<file path="src/rtl/ram_ecc_scrubber_pkg.sv">
// Shared types and RAM geometry for the ECC scrubber controller.
package ram_ecc_scrubber_pkg;

    localparam int RAM_DEPTH  = 128;
    localparam int RAM_WIDTH  = 20;
    localparam int RAM_RD_LAT = 1;

    typedef enum logic [2:0] {
        S_IDLE,
        S_WAIT,
        S_READ,
        S_CHECK,
        S_WB
    } scrub_state_e;

endpackage

</file>
<file path="src/rtl/ram_ecc_scrubber_sat_counter.sv">
// Saturating event counter with synchronous clear; clear beats increment.
module ecc_sat_counter #(
    parameter int WIDTH = 8
) (
    input  logic             clk_i,
    input  logic             rst_i,
    input  logic             inc_i,
    input  logic             clr_i,
    output logic [WIDTH-1:0] cnt_o
);

    logic [WIDTH-1:0] cnt_q, cnt_d;

    always_comb begin
        cnt_d = cnt_q;
        if (clr_i)
            cnt_d = '0;
        else if (inc_i && (cnt_q != '1))
            cnt_d = cnt_q + WIDTH'(1);
    end

    always_ff @(posedge clk_i or posedge rst_i) begin
        if (rst_i)
            cnt_q <= '0;
        else
            cnt_q <= cnt_d;
    end

    assign cnt_o = cnt_q;

endmodule

</file>
<file path="src/rtl/ram_ecc_scrubber.sv">
// Background ECC scrubber: muxes client traffic onto the RAM ports and, in idle
// cycles, walks every word, rewriting corrected data and logging uncorrectable ones.
module ram_ecc_scrubber
    import ram_ecc_scrubber_pkg::*;
#(
    parameter int ADDR_WIDTH     = 7,
    parameter int DATA_WIDTH     = RAM_WIDTH,
    parameter int DEPTH          = RAM_DEPTH,
    parameter int SCRUB_INTERVAL = 1024,
    parameter int CNT_WIDTH      = 8
) (
    input  logic                  CLK,
    input  logic                  RST,
    input  logic                  CL_WEN,
    input  logic [ADDR_WIDTH-1:0] CL_WADDR,
    input  logic [DATA_WIDTH-1:0] CL_WD,
    input  logic                  CL_REN,
    input  logic [ADDR_WIDTH-1:0] CL_RADDR,
    output logic [DATA_WIDTH-1:0] CL_RD,
    output logic                  RAM_WEN,
    output logic [ADDR_WIDTH-1:0] RAM_WADDR,
    output logic [DATA_WIDTH-1:0] RAM_WD,
    output logic [ADDR_WIDTH-1:0] RAM_RADDR,
    input  logic [DATA_WIDTH-1:0] RAM_RD,
    input  logic                  RAM_SB,
    input  logic                  RAM_DB,
    input  logic                  SCRUB_EN,
    input  logic                  ERR_CLR,
    output logic [CNT_WIDTH-1:0]  SB_CNT,
    output logic [CNT_WIDTH-1:0]  DB_CNT,
    output logic                  DB_FLAG,
    output logic [ADDR_WIDTH-1:0] DB_ADDR
);

    localparam int                    IW        = $clog2(SCRUB_INTERVAL + 1);
    localparam logic [IW-1:0]         IV_LOAD   = IW'(SCRUB_INTERVAL - 1);
    localparam logic [ADDR_WIDTH-1:0] LAST_ADDR = ADDR_WIDTH'(DEPTH - 1);

    scrub_state_e          state_q, state_d;
    logic [IW-1:0]         ivl_q, ivl_d;
    logic [ADDR_WIDTH-1:0] addr_q, addr_d, addr_nxt;
    logic [DATA_WIDTH-1:0] wb_data_q, wb_data_d;
    logic                  wen_rd_q, wen_rd_d;
    logic                  hit_q, hit_d;
    logic                  db_flag_q, db_flag_d;
    logic [ADDR_WIDTH-1:0] db_addr_q, db_addr_d;
    logic                  sb_evt, db_evt, wb_fire, cl_hit;

    assign addr_nxt = (addr_q == LAST_ADDR) ? '0 : addr_q + ADDR_WIDTH'(1);
    assign cl_hit   = CL_WEN && (CL_WADDR == addr_q);

    always_comb begin
        state_d   = state_q;
        ivl_d     = ivl_q;
        addr_d    = addr_q;
        wb_data_d = wb_data_q;
        wen_rd_d  = wen_rd_q;
        hit_d     = hit_q;
        sb_evt    = 1'b0;
        db_evt    = 1'b0;
        wb_fire   = 1'b0;

        unique case (state_q)
            S_IDLE: begin
                if (SCRUB_EN) begin
                    state_d = S_WAIT;
                    ivl_d   = IV_LOAD;
                end
            end
            S_WAIT: begin
                if (!SCRUB_EN)
                    state_d = S_IDLE;
                else if (ivl_q <= IW'(1))
                    state_d = S_READ;
                else
                    ivl_d = ivl_q - IW'(1);
            end
            S_READ: begin
                if (!SCRUB_EN) begin
                    state_d = S_IDLE;
                end else if (!CL_REN) begin
                    // A same-cycle write zeroes the RAM flags, so remember to retry.
                    wen_rd_d = CL_WEN;
                    state_d  = S_CHECK;
                end
            end
            S_CHECK: begin
                if (!SCRUB_EN) begin
                    state_d = S_IDLE;
                end else if (wen_rd_q) begin
                    state_d = S_READ;
                end else if (RAM_DB) begin
                    db_evt  = 1'b1;
                    addr_d  = addr_nxt;
                    state_d = S_WAIT;
                    ivl_d   = IV_LOAD;
                end else if (RAM_SB) begin
                    sb_evt    = 1'b1;
                    wb_data_d = RAM_RD;
                    hit_d     = cl_hit;
                    state_d   = S_WB;
                end else begin
                    addr_d  = addr_nxt;
                    state_d = S_WAIT;
                    ivl_d   = IV_LOAD;
                end
            end
            S_WB: begin
                // Client data written since the read is newer than our copy: drop ours.
                if (hit_q || cl_hit) begin
                    addr_d  = addr_nxt;
                    state_d = S_WAIT;
                    ivl_d   = IV_LOAD;
                end else if (!CL_WEN) begin
                    wb_fire = 1'b1;
                    addr_d  = addr_nxt;
                    state_d = S_WAIT;
                    ivl_d   = IV_LOAD;
                end
            end
            default: state_d = S_IDLE;
        endcase
    end

    always_comb begin
        db_flag_d = db_flag_q;
        db_addr_d = db_addr_q;
        if (ERR_CLR) begin
            db_flag_d = 1'b0;
        end else if (db_evt) begin
            db_flag_d = 1'b1;
            db_addr_d = addr_q;
        end
    end

    always_ff @(posedge CLK or posedge RST) begin
        if (RST) begin
            state_q   <= S_IDLE;
            ivl_q     <= '0;
            addr_q    <= '0;
            wb_data_q <= '0;
            wen_rd_q  <= 1'b0;
            hit_q     <= 1'b0;
            db_flag_q <= 1'b0;
            db_addr_q <= '0;
        end else begin
            state_q   <= state_d;
            ivl_q     <= ivl_d;
            addr_q    <= addr_d;
            wb_data_q <= wb_data_d;
            wen_rd_q  <= wen_rd_d;
            hit_q     <= hit_d;
            db_flag_q <= db_flag_d;
            db_addr_q <= db_addr_d;
        end
    end

    ecc_sat_counter #(.WIDTH(CNT_WIDTH)) u_sb_cnt (
        .clk_i (CLK),
        .rst_i (RST),
        .inc_i (sb_evt),
        .clr_i (ERR_CLR),
        .cnt_o (SB_CNT)
    );

    ecc_sat_counter #(.WIDTH(CNT_WIDTH)) u_db_cnt (
        .clk_i (CLK),
        .rst_i (RST),
        .inc_i (db_evt),
        .clr_i (ERR_CLR),
        .cnt_o (DB_CNT)
    );

    assign RAM_WEN   = CL_WEN | wb_fire;
    assign RAM_WADDR = CL_WEN ? CL_WADDR : addr_q;
    assign RAM_WD    = CL_WEN ? CL_WD : wb_data_q;
    assign RAM_RADDR = CL_REN ? CL_RADDR : addr_q;
    assign CL_RD     = RAM_RD;
    assign DB_FLAG   = db_flag_q;
    assign DB_ADDR   = db_addr_q;

endmodule

</file>
<file path="config.mk">
export PLATFORM = sky130hd
export DESIGN_NAME = ram_ecc_scrubber
export DESIGN_NICKNAME = d
export VERILOG_FILES = /design/src/rtl/ram_ecc_scrubber_pkg.sv /design/src/rtl/ram_ecc_scrubber_sat_counter.sv /design/src/rtl/ram_ecc_scrubber.sv
export SDC_FILE = /design/constraint.sdc
export NUM_CORES = 1
export LEC_CHECK = 0
export ABC_AREA = 1
export BUFFER_PORTS_ARGS = -buffer_cell sky130_fd_sc_hd__buf_4
export CAP_MARGIN = 5
export CORE_ASPECT_RATIO = 1.2
export CORE_MARGIN = 5
export CORE_UTILIZATION = 56
export CTS_BUF_LIST = sky130_fd_sc_hd__clkbuf_8
export DETAILED_ROUTE_END_ITERATION = 10
export PLACE_DENSITY = 0.88
export SLEW_MARGIN = 20
export SYNTH_ARGS = -nofsm -noshare
export SYNTH_HDL_FRONTEND = slang
export SYNTH_SLANG_ARGS = --single-unit
export TNS_END_PERCENT = 5
</file>
<file path="constraint.sdc">
create_clock -name CLK -period 5 [get_ports CLK]
set_input_delay 0.75 -clock CLK [delete_from_list [all_inputs] [get_ports CLK]]
set_output_delay 0.75 -clock CLK [all_outputs]
set_load 0.01 [all_outputs]
</file>
### Word level (Yosys, flattened, before mapping)

Cells that the tools add are included.

* $add $sub $neg: 4
* magnitude comparators: 1
* equality and inequality tests: 17
* muxes and demuxes: 51
* bitwise gates (word level): 5
* reductions and logical operators: 16

Operator list (number)
* 11-bit 2-to-1 mux: 9
* 7-bit 2-to-1 mux: 9
* 11-bit case mux with 4 select lines: 1
* 3-bit 2-to-1 mux: 11
* 8-bit 2-to-1 mux: 4
* 20-bit 2-to-1 mux: 1
* 8-bit by 1-bit adder with 8-bit output, second input constant: 2
* 8-bit != test, second input constant: 2
* 3-bit case mux with 5 select lines: 1
* 1-bit 2-to-1 mux: 14
* 7-bit case mux with 2 select lines: 1
* 3-bit != test, second input constant: 4
* 11-bit by 1-bit less-or-equal comparator with 1-bit output, second input constant: 1
* 11-bit by 1-bit subtractor with 11-bit output, second input constant: 1
* 2-bit != test, second input constant: 5
* 5-bit AND reduction: 2
* 8-bit AND reduction: 1
* 2-bit nonzero test: 4
* 7-bit by 1-bit adder with 7-bit output, second input constant: 1
* 7-bit == test: 1
* 7-bit == test, second input constant: 1
* 3-bit by 2-bit == test with 1-bit output, second input constant: 2
* 1-bit inverter: 4
* 4-bit AND reduction: 1
* other kinds (9): 11

* register bits: 67
* input bits: 62
* output and inout bits: 79
* word-level logic and storage cells: 104

### Logic depth before layout (Yosys ltp)

* word-level depth: 8
* depth in mapped cells: 12
* gate-level depth less buffers: 11

### Cells and area by module

From an unflattened synthesis, not the netlist that was laid out.

* cells, all modules: 625
* area, all modules: 4325.4 sq um

By module, submodules not included
* ram_ecc_scrubber: instances 1, cells an instance 487, area an instance 3311.9 sq um, seq. area each 1276.2 sq um
* ecc_sat_counter: instances 2, cells an instance 69, area an instance 506.7 sq um, seq. area each 200.2 sq um

### Worst setup path after synthesis

No wires, ideal clock.

* kind: input port to output port
* start: input port CL_WEN
* end: output port RAM_WEN
* data arrival time: 1.446 ns
* data required time: 4.250 ns
* slack: 2.804 ns
* stages: 4
* path buffers: 2
* path through: inv_1 buf_2 clkbuf_1 o21ai_0

* longest elaborated chain between the ends: 5
* elaborated cells on any way between the ends: 6
* those cells by class: mux: 3; bitwise: 1; reduce/logical: 2

RTL lines
* start: declaration: line ram_ecc_scrubber.sv:14 `input logic CL_WEN,`
* 1-bit logical AND: line ram_ecc_scrubber.sv:50 `assign cl_hit = CL_WEN && (CL_WADDR == addr_q);`
* 1-bit logical OR: line ram_ecc_scrubber.sv:110 `if (hit_q || cl_hit) begin`
* 1-bit 2-to-1 mux: line ram_ecc_scrubber.sv:110
* 1-bit 2-to-1 mux: line ram_ecc_scrubber.sv:63 `unique case (state_q)`
* 1-bit OR *: line ram_ecc_scrubber.sv:174 `assign RAM_WEN = CL_WEN | wb_fire;`
* end: declaration: line ram_ecc_scrubber.sv:20 `output logic RAM_WEN,`

Mark *: on every way between the ends. The rest lies on a longest branch, timed or not.

### Worst setup path after layout

Same ends and word-level chain as after synthesis.

==> impl_results.md <==
- Run status: finished, final reports clean
- Post-CTS Resized: 0
- Remaining antenna violation count: 0
- Worst Max-Slew Pin Slew: around 1.0 ns
- Kind of critical path: in2out
- Required @ worst endpoint: 4.25 ns
- CTS clock-pin slew for the worst setup and hold paths: 0.07 ns
- CP Launch Type: primary input
- Period Utilization, post-route: 0.557
- Die W: between 80 and 90 um
- Num rows: 34
- Seq cells post-synth: 67
- Largest family of logic cells by synthesized area: simple AND/OR/NAND/NOR gates
- Avg Cell Area, Syn: 7.06 um^2
- Power Dens Cells: between 400 and 500 mW/mm^2
- Final GP Congestion: approximately 0.93
- I/O Pins: 141
- Residual DRC: 0
- Async SR Flop Fraction: 1.00
- GRT Max-Usage Layer: met2
- Initial antenna violation count: 0
- GR Overflow Total: 0
- Synth cell types: 29
- CTS root buf: clkbuf_8
- CTS tree: yes
- Die area: 0.00918 mm^2
- Layout cells sized above 1: 0.261
- CTS max path bufs: 2
- Hold Vio Cnt, Final: 0
- TritonCTS buffer count: 9
- Cell taking the most area after synthesis: dfrtp_1
- Yosys warns: 0
- Crit-path max FO: 39
- Placeable Area: 0.00723 mm^2
- Fillers: 572
- Clk_skew: 0.00611 ns
- Synth Instances: 584
- EDFF count, synth: 0
- Pleak: 2.93 nW
- Final Max Tran Viols: 0
- XOR/XNOR Fraction of Synth Area: 0.0340
- Final nets: 764
- Grt met3 use: 0.0729
- Total Routing Usage GR: 0.273
- Vias/cell: ~5.3
- Area share of the largest cell type after synthesis: 0.407
- Initial Utilization: 0.570
- Final non-filler cell total: 792
- RSZ-0062 raised after global routing: no
- Detailed placer's ending HPWL: 8.93 mm
- Post-synthesis compound-gate area fraction: 0.0659
- Max frequency: 0.359 GHz
- Period minus WS final: approximately 2.8 ns
- Slew HR: 0.322
- Vias: 4231
- Worst skew pair latency: 0.35 ns
- CP dominant cell by count: buf_4
- H-tree depth: 3
- CP Data Arrival Time: 2.04 ns
- N_diodes: 0
- Primary FF master, synth: dfrtp_1
- Clock sink count: 67
- Mux contribution to synthesized area: 0
- First-pass GRT wire length: 19.8 mm
- Port Buffer Count: 140
- Hold WC Path Type: reg2reg
- Simple-gate portion of the synthesized area: 0.372
- Setup Fix Bufs, Post-CTS: 0
- Register area share after synthesis: 0.407
- Largest net degree at the start of global routing: 68
- DR pass1 iterations: 7
- Slowest cell on the critical path: inv_1
- MaxCap Viol Count: 0
- Dpl cells: 776
- Setup TNS: 0 ns
- Worst path cell trace: buf_4 -> inv_1 -> o21ai_0 -> buf_4
- Endpoints failing setup: 0
- DR iter-0 viols: 268
- Post-Synth Adder-Cell Area: 0.0152
- Routed WL: 11.8 mm
- Area delta synth->final: 26.5%
- Synth area leaders: dfrtp_1, nand2_1, nand3_1, o21ai_0, buf_4
- Worst VDD drop: 0.280 mV
- GR Layer Usage met2: 0.446
- Mapped Nets: between 600 and 700
- Die height: 104 um
- Post-CTS Hold Buffers: 0
- Synth Cell Area: 0.00412 mm^2
- Crit path largest cell delay: ~0.50 ns
- CP Capture Type: output pin
- Mean routed wirelength per cell: 14.9 um
- Vias in the first global route: 4191
- M1 GR Usage: 0.327
## cell usage in the layout (no fill, tap or decap)
cell type and instances:
xor2_1 14, a31oi_1 1, or2_2 4, nand3_1 39, clkinv_1 1, nand2_2 2
clkinvlp_4 1, inv_2 4, o21ai_1 2, o21ai_2 4, clkbuf_8 9, inv_1 44
dfrtp_1 67, nand2_4 4, nand3_4 1, nor2_1 30, nand4_1 14, clkinv_4 2
inv_6 2, xnor2_1 2, a21oi_1 3, clkinv_2 2, buf_4 141, o31ai_1 2
nor3_2 4, ha_1 5, nor2_2 2, nor3_4 1, nor3_1 4, nand2_1 253
o21ai_0 38
## final cells by class
| cell class | instances | area (um^2) | share of cell area |
|---|---|---|---|
| inverter | 49 | 184 | 0.0353 |
| clock inverter | 7 | 52.6 | 0.0101 |
| multi-input combinational | 429 | 2010 | 0.385 |
| sequential | 67 | 1680 | 0.321 |
| clock buffer | 9 | 124 | 0.0237 |
| tap | 90 | 113 | 0.0216 |
| timing repair buffer | 141 | 1060 | 0.203 |
## synth_stat cells (2+ instances only)
cell type  instances
dfrtp_1           67
nor3_1             4
o21ai_1            2
o21ai_2            4
buf_4             23
nor3_2             4
xnor2_1            2
inv_2              3
ha_1               5
inv_1             45
buf_2              5
or2_2              4
nor2_1            30
nand2_1          253
nand3_1           39
nor2_2             2
a21oi_1            3
o21ai_0           38
nand4_1           14
buf_6              2
o31ai_1            2
xor2_1            14
clkbuf_1           9
nand2_2            2
nand2_4            4
## worst max-delay path: cells and delay by family
kind	cells	cell delay [ns]
AO/OA/AOI/OAI	1	0.32
buffers and inverters	3	0.96
## metal layers
| metal | wire, um | vias up |
|---|---|---|
| met1 | 4330 | 1936 |
| met3 | 1020 | 40 |
| met2 | 6040 | 212 |
| met4 | 427 | 0 |
| li1 | - | 2043 |
| met5 | 0 | - |
## worst paths after layout
path,start,to,slack (ns),cells after the start
setup / recovery,CL_WEN,RAM_WEN,2.21,4
hold / removal,wb_data_q[2],wb_data_q[2],0.48,2
hold reg to reg,wb_data_q[2],wb_data_q[2],0.48,2
max in group asynchronous,RST,u_sb_cnt.cnt_o[0],3.81,3
setup reg to reg,state_q[0],wb_data_q[19],2.77,7
min in group asynchronous,RST,u_db_cnt.cnt_o[7],0.64,3
## power breakdown
part,internal [W],total [W],switching [W]
clock network,0.000183,0.000412,0.000229
logic,0.000349,0.000887,0.000538
registers,0.000693,0.000832,0.000139
total,0.00123,0.00213,0.000906
## through the flow
step	cell area [um^2]	setup slack, ns	total power (W)	util	hold WS, ns
3_3_place_gp	5040	2.27	0.00167	0.697	0.455
4_1_cts	5220	2.21	0.00213	0.721	0.477
3_5_place_dp	5040	2.22	0.00171	0.697	0.459
5_1_grt	5220	2.10	0.00230	0.721	0.496
2_1_floorplan	4120	2.57	0.00141	-	0.442
6_report	5220	2.21	0.00213	0.721	0.479
## state kept, by name, indices dropped and copies added (netlist names)
name	count
DB_FLAG	1
ivl_q	11
DB_ADDR	7
wen_rd_q	1
wb_data_q	20
u_db_cnt.cnt_o	8
state_q	3
u_sb_cnt.cnt_o	8
addr_q	7
hit_q	1
## cell families (layout without fill, tap and decap cells)
group | count (synthesis) | in the layout
simple gates | 358 | 358
buf+inv | 88 | 206
flops | 67 | 67
compound gates | 50 | 50
xor+xnor | 16 | 16
fa+ha+maj | 5 | 5
(Power assumes the default switching activity.)
